$ cat src/rtl/fetch_pc_unit.sv
// Program-counter / fetch sequencer: IDLE/RUN/HALT control, branch-target LUT, sticky wrap flag.
// Optional run-cycle counter output cycles_o enabled by defining FETCH_CYCLE_COUNT_EN.
module fetch_pc_unit #(
  parameter int PC_W  = 10,
  parameter int LUT_W = 4
) (
  input  logic             clk,
  input  logic             reset,
  input  logic             start_i,
  input  logic             stall_i,
  input  logic             branch_i,
  input  logic [LUT_W-1:0] lut_idx_i,
  input  logic             halt_i,
  input  logic             lut_we_i,
  input  logic [LUT_W-1:0] lut_waddr_i,
  input  logic [PC_W-1:0]  lut_wdata_i,
  output logic [PC_W-1:0]  pc_o,
  output logic             running_o,
  output logic             done_o,
  output logic             wrap_o
`ifdef FETCH_CYCLE_COUNT_EN
  ,
  output logic [31:0]      cycles_o
`endif
);

  localparam logic [1:0] ST_IDLE = 2'd0;
  localparam logic [1:0] ST_RUN  = 2'd1;
  localparam logic [1:0] ST_HALT = 2'd2;

  localparam int              LUT_DEPTH = 2 ** LUT_W;
  localparam logic [PC_W-1:0] PC_MAX    = '1;

  logic [1:0]      state_q, state_d;
  logic [PC_W-1:0] pc_q, pc_d;
  logic            wrap_q, wrap_d;
  logic [PC_W-1:0] lut_q [LUT_DEPTH];

  // NOTE: every always_comb output gets a default first so no path leaves it unassigned (no latch).
  always_comb begin
    state_d = state_q;
    pc_d    = pc_q;
    wrap_d  = wrap_q;
    case (state_q)
      ST_IDLE, ST_HALT: begin
        if (start_i) begin
          state_d = ST_RUN;
          pc_d    = '0;
          wrap_d  = 1'b0;
        end
      end
      ST_RUN: begin
        // Stall outranks halt and branch; a halt holds the PC on the halt instruction.
        if (!stall_i) begin
          if (halt_i) begin
            state_d = ST_HALT;
          end else if (branch_i) begin
            pc_d = lut_q[lut_idx_i];
          end else begin
            pc_d = pc_q + 1'b1;
            if (pc_q == PC_MAX) wrap_d = 1'b1;
          end
        end
      end
      default: state_d = ST_IDLE;
    endcase
  end

  // NOTE: sequential state uses non-blocking assignments so all flops sample pre-edge values.
  always_ff @(posedge clk or negedge reset) begin
    if (!reset) begin
      state_q <= ST_IDLE;
      pc_q    <= '0;
      wrap_q  <= 1'b0;
    end else begin
      state_q <= state_d;
      pc_q    <= pc_d;
      wrap_q  <= wrap_d;
    end
  end

  // NOTE: the LUT is reset to zero because programs may branch through unloaded entries;
  // reads are combinational, so a same-cycle write is only seen on the following cycle.
  always_ff @(posedge clk or negedge reset) begin
    if (!reset) begin
      for (int i = 0; i < LUT_DEPTH; i++) lut_q[i] <= '0;
    end else if (lut_we_i) begin
      lut_q[lut_waddr_i] <= lut_wdata_i;
    end
  end

`ifdef FETCH_CYCLE_COUNT_EN
  logic [31:0] cycles_q, cycles_d;

  always_comb begin
    cycles_d = cycles_q;
    if (state_q != ST_RUN && start_i) begin
      cycles_d = '0;
    end else if (state_q == ST_RUN && cycles_q != 32'hFFFF_FFFF) begin
      cycles_d = cycles_q + 32'd1;
    end
  end

  always_ff @(posedge clk or negedge reset) begin
    if (!reset) cycles_q <= '0;
    else        cycles_q <= cycles_d;
  end

  assign cycles_o = cycles_q;
`endif

  assign pc_o      = pc_q;
  assign running_o = (state_q == ST_RUN);
  assign done_o    = (state_q == ST_HALT);
  assign wrap_o    = wrap_q;

endmodule

$ cat config.mk
export PLATFORM = sky130hd
export DESIGN_NAME = fetch_pc_unit
export DESIGN_NICKNAME = d
export VERILOG_FILES = /design/src/rtl/fetch_pc_unit.sv
export SDC_FILE = /design/constraint.sdc
export NUM_CORES = 1
export LEC_CHECK = 0
export CELL_PAD_IN_SITES_DETAIL_PLACEMENT = 2
export CELL_PAD_IN_SITES_GLOBAL_PLACEMENT = 2
export CORE_MARGIN = 2
export CORE_UTILIZATION = 35
export CTS_CLUSTER_SIZE = 25
export DETAILED_ROUTE_END_ITERATION = 10
export GPL_ROUTABILITY_DRIVEN = 0
export PLACE_DENSITY_LB_ADDON = 0.1
export SYNTH_ARGS = -nofsm -noshare
export SYNTH_HDL_FRONTEND = slang
export SYNTH_SLANG_ARGS = --single-unit
export TNS_END_PERCENT = 20
$ cat constraint.sdc
create_clock -name clk -period 1.87 [get_ports clk]
set_clock_uncertainty 0.05 [all_clocks]
set_input_delay 0.2805 -clock clk [delete_from_list [all_inputs] [get_ports clk]]
set_output_delay 0.2805 -clock clk [all_outputs]
set_load 0.005 [all_outputs]
# Yosys cells after proc, flatten, opt, wreduce, memory -nomap -nowiden
# Cells that the tools add are included.
word_totals:
  regBits: 173
  latch_bits: 0
  mem_bits_rw: 0
  mem_bits_ro: 0
  in_bits: 25
  word_cells: 62
  memories: 0
classes:
  n_addsub: 1
  multipliers: 0
  div_mod_pow: 0
  magnitude_cmp: 3
  n_eq_ne: 9
  shifts: 0
  n_mux: 21
  n_bitwise: 2
  reduce_logical: 7
ops:
  columns: ["operator", "n"]
  rows:
  - ["bitwise mux 160 bit", 1]
  - ["two-way mux 10 bit", 7]
  - ["binary-select mux 10 bit (select 4 bit)", 1]
  - ["demux 10 bit (select 4 bit)", 1]
  - ["one-hot mux 10 bit (2 select lines)", 1]
  - ["adder 10 x 1 -> 10 bit, second input constant", 1]
  - ["== test 10 bit, second input constant", 1]
  - [">= comparator 5 bit, second input constant", 2]
  - ["inequality test 2 bit, second input constant", 5]
  - ["NOT 4 -> 5 bit", 2]
  - ["two-way mux 2 bit", 3]
  - ["AND reduction 6 bit", 1]
  - ["< comparator 5 x 1 -> 1 bit, second input constant", 1]
  - ["two-way mux 1 bit", 5]
  - ["one-hot mux 2 bit (2 select lines)", 1]
  - ["AND reduction 4 bit", 1]
  - ["AND reduction 3 bit", 1]
  - ["== test 2 x 1 -> 1 bit, second input constant", 1]
  - ["== test 2 bit, second input constant", 1]
  - ["zero test 2 bit", 1]
  - ["inequality test 2 x 1 -> 1 bit, second input constant", 1]
  - ["one-hot mux 1 bit (2 select lines)", 1]
  - ["nonzero test 2 bit", 1]
  - ["OR reduction 2 bit", 1]
  - ["logical AND 1 bit", 1]

# Longest topological paths before layout
logic_depth:
  ltp_word: 8
  depth_mapped: 8
  mapped_depth_nobuf: 6

# Worst setup path before layout
# No wires, ideal clock.
synth_timing:
  path_type: "input -> register"
  startpoint: "in lut_idx_i[0]"
  endpoint: "reg pc_q[8], in the netlist pc_o[8]"
  t_arrival_ns: 1.657
  required_ns: 1.699
  slack_ns: 0.041
  cell_stages: 5
  path_cell_list: "buf_2 mux4_2 mux4_2 nand3_1 nand2_1"
synth_between:
  elab_chain_len: 8
synth_rtl:
  columns: ["element", "line_no", "source"]
  rows:
  - ["from (decl)", "12", "input logic [LUT_W-1:0] lut_idx_i,"]
  - ["NOT 4 -> 5 bit (implied by the code)", "58", "pc_d = lut_q[lut_idx_i];"]
  - ["binary-select mux 10 bit (select 4 bit)", "58", null]
  - ["two-way mux 10 bit (implied by the code) (2 in a row)", "58", null]
  - ["two-way mux 10 bit", "57", "end else if (branch_i) begin"]
  - ["two-way mux 10 bit", "55", "if (halt_i) begin"]
  - ["two-way mux 10 bit", "54", "if (!stall_i) begin"]
  - ["one-hot mux 10 bit (2 select lines)", "44", "case (state_q)"]
  - ["to (signal assigned)", "77", "pc_q <= pc_d;"]
  - ["to (decl)", "35", "logic [PC_W-1:0] pc_q, pc_d;"]
# Every way passes these cells. The select of a mux whose other input is x is not followed.
# A chain may end at the register's enable or synchronous reset.

# Worst setup path in the final report
layout_timing:
  startpoint: "reg lut_q[101] (netlist bit)"
  endpoint: "reg pc_q[1], in the netlist pc_o[1]"
layout_between:
  elab_chain_len: 7
layout_rtl:
  columns: ["element", "line_no", "source"]
  rows:
  - ["from (decl)", "37", "logic [PC_W-1:0] lut_q [LUT_DEPTH];"]
  - ["from (signal, indexed assignment)", "88", "lut_q[lut_waddr_i] <= lut_wdata_i;"]
  - ["binary-select mux 10 bit (select 4 bit)", "58", null]
  - ["two-way mux 10 bit (implied by the code) (2 in a row)", "58", null]
  - ["two-way mux 10 bit", "57", null]
  - ["two-way mux 10 bit", "55", null]
  - ["two-way mux 10 bit", "54", null]
  - ["one-hot mux 10 bit (2 select lines)", "44", null]
# Every way passes these cells. The select of a mux whose other input is x is not followed.

==> run metrics <==
arrival time at the worst endpoint around 2.1 ns; Yosys reg bits 173; DIE AREA around 24000 um^2; non-filler instance count after layout between 900 and 1000; RSZ-0062 raised after global routing yes; maximum clock frequency 535 MHz; first-pass GRT wire length about 37 mm; clk_lat worst skew between 0.4 and 0.5 ns; count leader, synth dfrtp_1; CP Class flip-flop to flip-flop; DR iter-0 viols between 150 and 200; DIE HEIGHT about 160 um; Initial Util 0.357; Die X 156 um; Final Power about 11 mW; Cell Pwr Density about 1100 nW/um^2; n_diodes 0; Top Metal Used met4; Avg Inst Size Synth 14.9 um^2; Mapped Area around 8100 um^2; total of max-cap violations 0; Leak Pwr 4.25 nW; CTS tree built; clock tree buffer depth 2; nets between 600 and 700; Crit path required time about 2.1 ns; share of layout cells above drive strength 1 0.491; H-tree levels 4; CTS Sinks between 150 and 200; Final setup viols 0; via/cell ratio 5.40; syn_nets 570; number of buffers created by CTS 17; status completed; slowest CP cell mux4_2; post-route ant nets 0; Final Hold Fails 0; DR WL met3 565 um; Post-synth EDFFs 0; Clk pin slew, worst setup/hold paths 0.07 ns; GRT overflow 0; DRC Markers 0; Worst Slack Setup Final ~0.0020 ns; Largest stage delay, worst path between 0.5 and 0.6 ns; routed via count 5025; root buffer cell clkbuf_16; Met2 Wirelength around 12 mm; Slew @ Worst Pin 0.583 ns; Netlist cell types 43; crit share post-route 0.999; CP Buf/Inv Count 0; Worst VDD drop between 0.5 and 0.6 mV; DR pass1 iterations 4; Post-Place Setup Slack -0.389 ns; Crit. End Element flip-flop; post-DR wirelength/cell about 25 um; Area Growth Syn to Fin 22.7%; Synth area leader dfrtp_1; family with the most delay on the worst path multiplexers; critical path peak fanout 2; Routed WL 23.0 mm; area share of the largest cell type after synthesis 0.534; slew margin rel. 0.610; # rows 55; Most used DFF post-synth dfrtp_1; synthesized instance count roughly 540; Final Max Tran Viols 0; initial antenna violation count 0; vias in the first global route between 5000 and 6000; final design utilization 0.438; Hold WC Path Type input port to asynchronous set/reset pin; Total GRT Usage 0.204; CORE AREA between 20000 and 25000 um^2; setup bufs post-CTS 0; Boundary Pins 38; cell repeated most along the worst path mux4_2; asr flop ratio synth 1.00; top post-synthesis cells by area dfrtp_1, mux2_2, mux4_2, mux2i_1, nand2_1; # port buffers 37; fin crit period 1.87 ns; Post-Layout Inst Area around 9900 um^2; HPWL after DPL 16.1 mm; largest net degree at the start of global routing 49; critical path startpoint category flip-flop; sequential-to-total area share from yosys stat 0.534; top post-synthesis cells by count dfrtp_1, mux2_2, mux4_2, mux2i_1, nand2_1; Syn. warnings 0; CP Cell Sequence mux4_2 -> mux4_2 -> mux2i_1 -> o21ai_1; dpl cell area 9330 um^2; M1 WL about 11 mm; placed insts 899
==> per-layer routing <==
layer / global-route usage / up-vias
li1: - / 2202
met1: 0.276 / 2743
met2: 0.350 / 69
met3: 0.0356 / 11
met4: 0.0384 / 0
met5: 0 / -
==> stage by stage <==
step / setup TNS (ns) / hold WS [ns]
2_1_floorplan: 0 / -0.0651
3_3_place_gp: -23.56 / 0.202
3_5_place_dp: -30.73 / 0.201
4_1_cts: -0.0696 / 0.324
5_1_grt: -0.0862 / 0.327
6_report: 0 / 0.312
==> cells by family after synthesis <==
family / share of synthesized area
muxes: 0.358
DFF: 0.534
and+or+nand+nor: 0.0522
buffers and inverters: 0.0236
AOI/OAI and AO/OA: 0.0269
xor gates and xnor gates: 0.00324
adders and majority gates: 0.00154
==> power by group <==
| group | internal (mW) | switching (mW) |
|---|---|---|
| registers | 4.60 | 0.532 |
| clock network | 2.01 | 1.53 |
| logic | 1.36 | 0.851 |
| total | 7.97 | 2.91 |
==> state kept, by name (all words and copies together), names as in the netlist <==
name and count:
lut_q 160, state_q 2, wrap_o 1, pc_o 10
==> cell usage in the layout, fill, tap and decap left out, types with 6 or more instances in the layout <==
cell type and instances:
o21ai_0 7, dfrtp_1 173, nand2_1 18, mux4_2 38
clkbuf_16 17, nor2_2 7, nor3_2 6, nor2_1 9
mux2i_1 21, mux2_2 163, clkdlybuf4s50_1 33, buf_12 16
buf_4 49
==> layout make-up <==
cell class | instances | area (um^2)
clock buffer | 19 | 443
timing repair buffer | 103 | 1060
sequential | 173 | 4330
tap | 285 | 357
clock inverter | 12 | 134
inverter | 4 | 15.0
fill | 2189 | 12800
multi-input combinational | 335 | 3600
==> repair_timing <==
| item | 4_1_cts | 5_1_grt |
|---|---|---|
| hold endpoints to repair | 41 | 0 |
| pin swaps | 0 | 0 |
| endpoints found under the setup margin | 3 | 5 |
| hold buffers | 1 | 0 |
| resized for setup | 1 | 6 |
==> final timing paths <==
kind | startpoint | to | slack, ns | depth (start not counted)
max | lut_q[101]$_DFFE_PN0P_ | pc_o[1]$_DFFE_PN0P_ | 0.002 | 4
min | reset | lut_q[117]$_DFFE_PN0P_ | 0.31 | 2
max reg2reg | lut_q[101]$_DFFE_PN0P_ | pc_o[1]$_DFFE_PN0P_ | 0.002 | 4
min reg2reg | lut_q[76]$_DFFE_PN0P_ | lut_q[76]$_DFFE_PN0P_ | 0.45 | 1
max in group asynchronous | reset | lut_q[53]$_DFFE_PN0P_ | 0.78 | 3
min in group clk | start_i | state_q[1]$_DFFE_PN0P_ | 0.45 | 3
No activity file was read; power rests on OpenSTA's default activity.
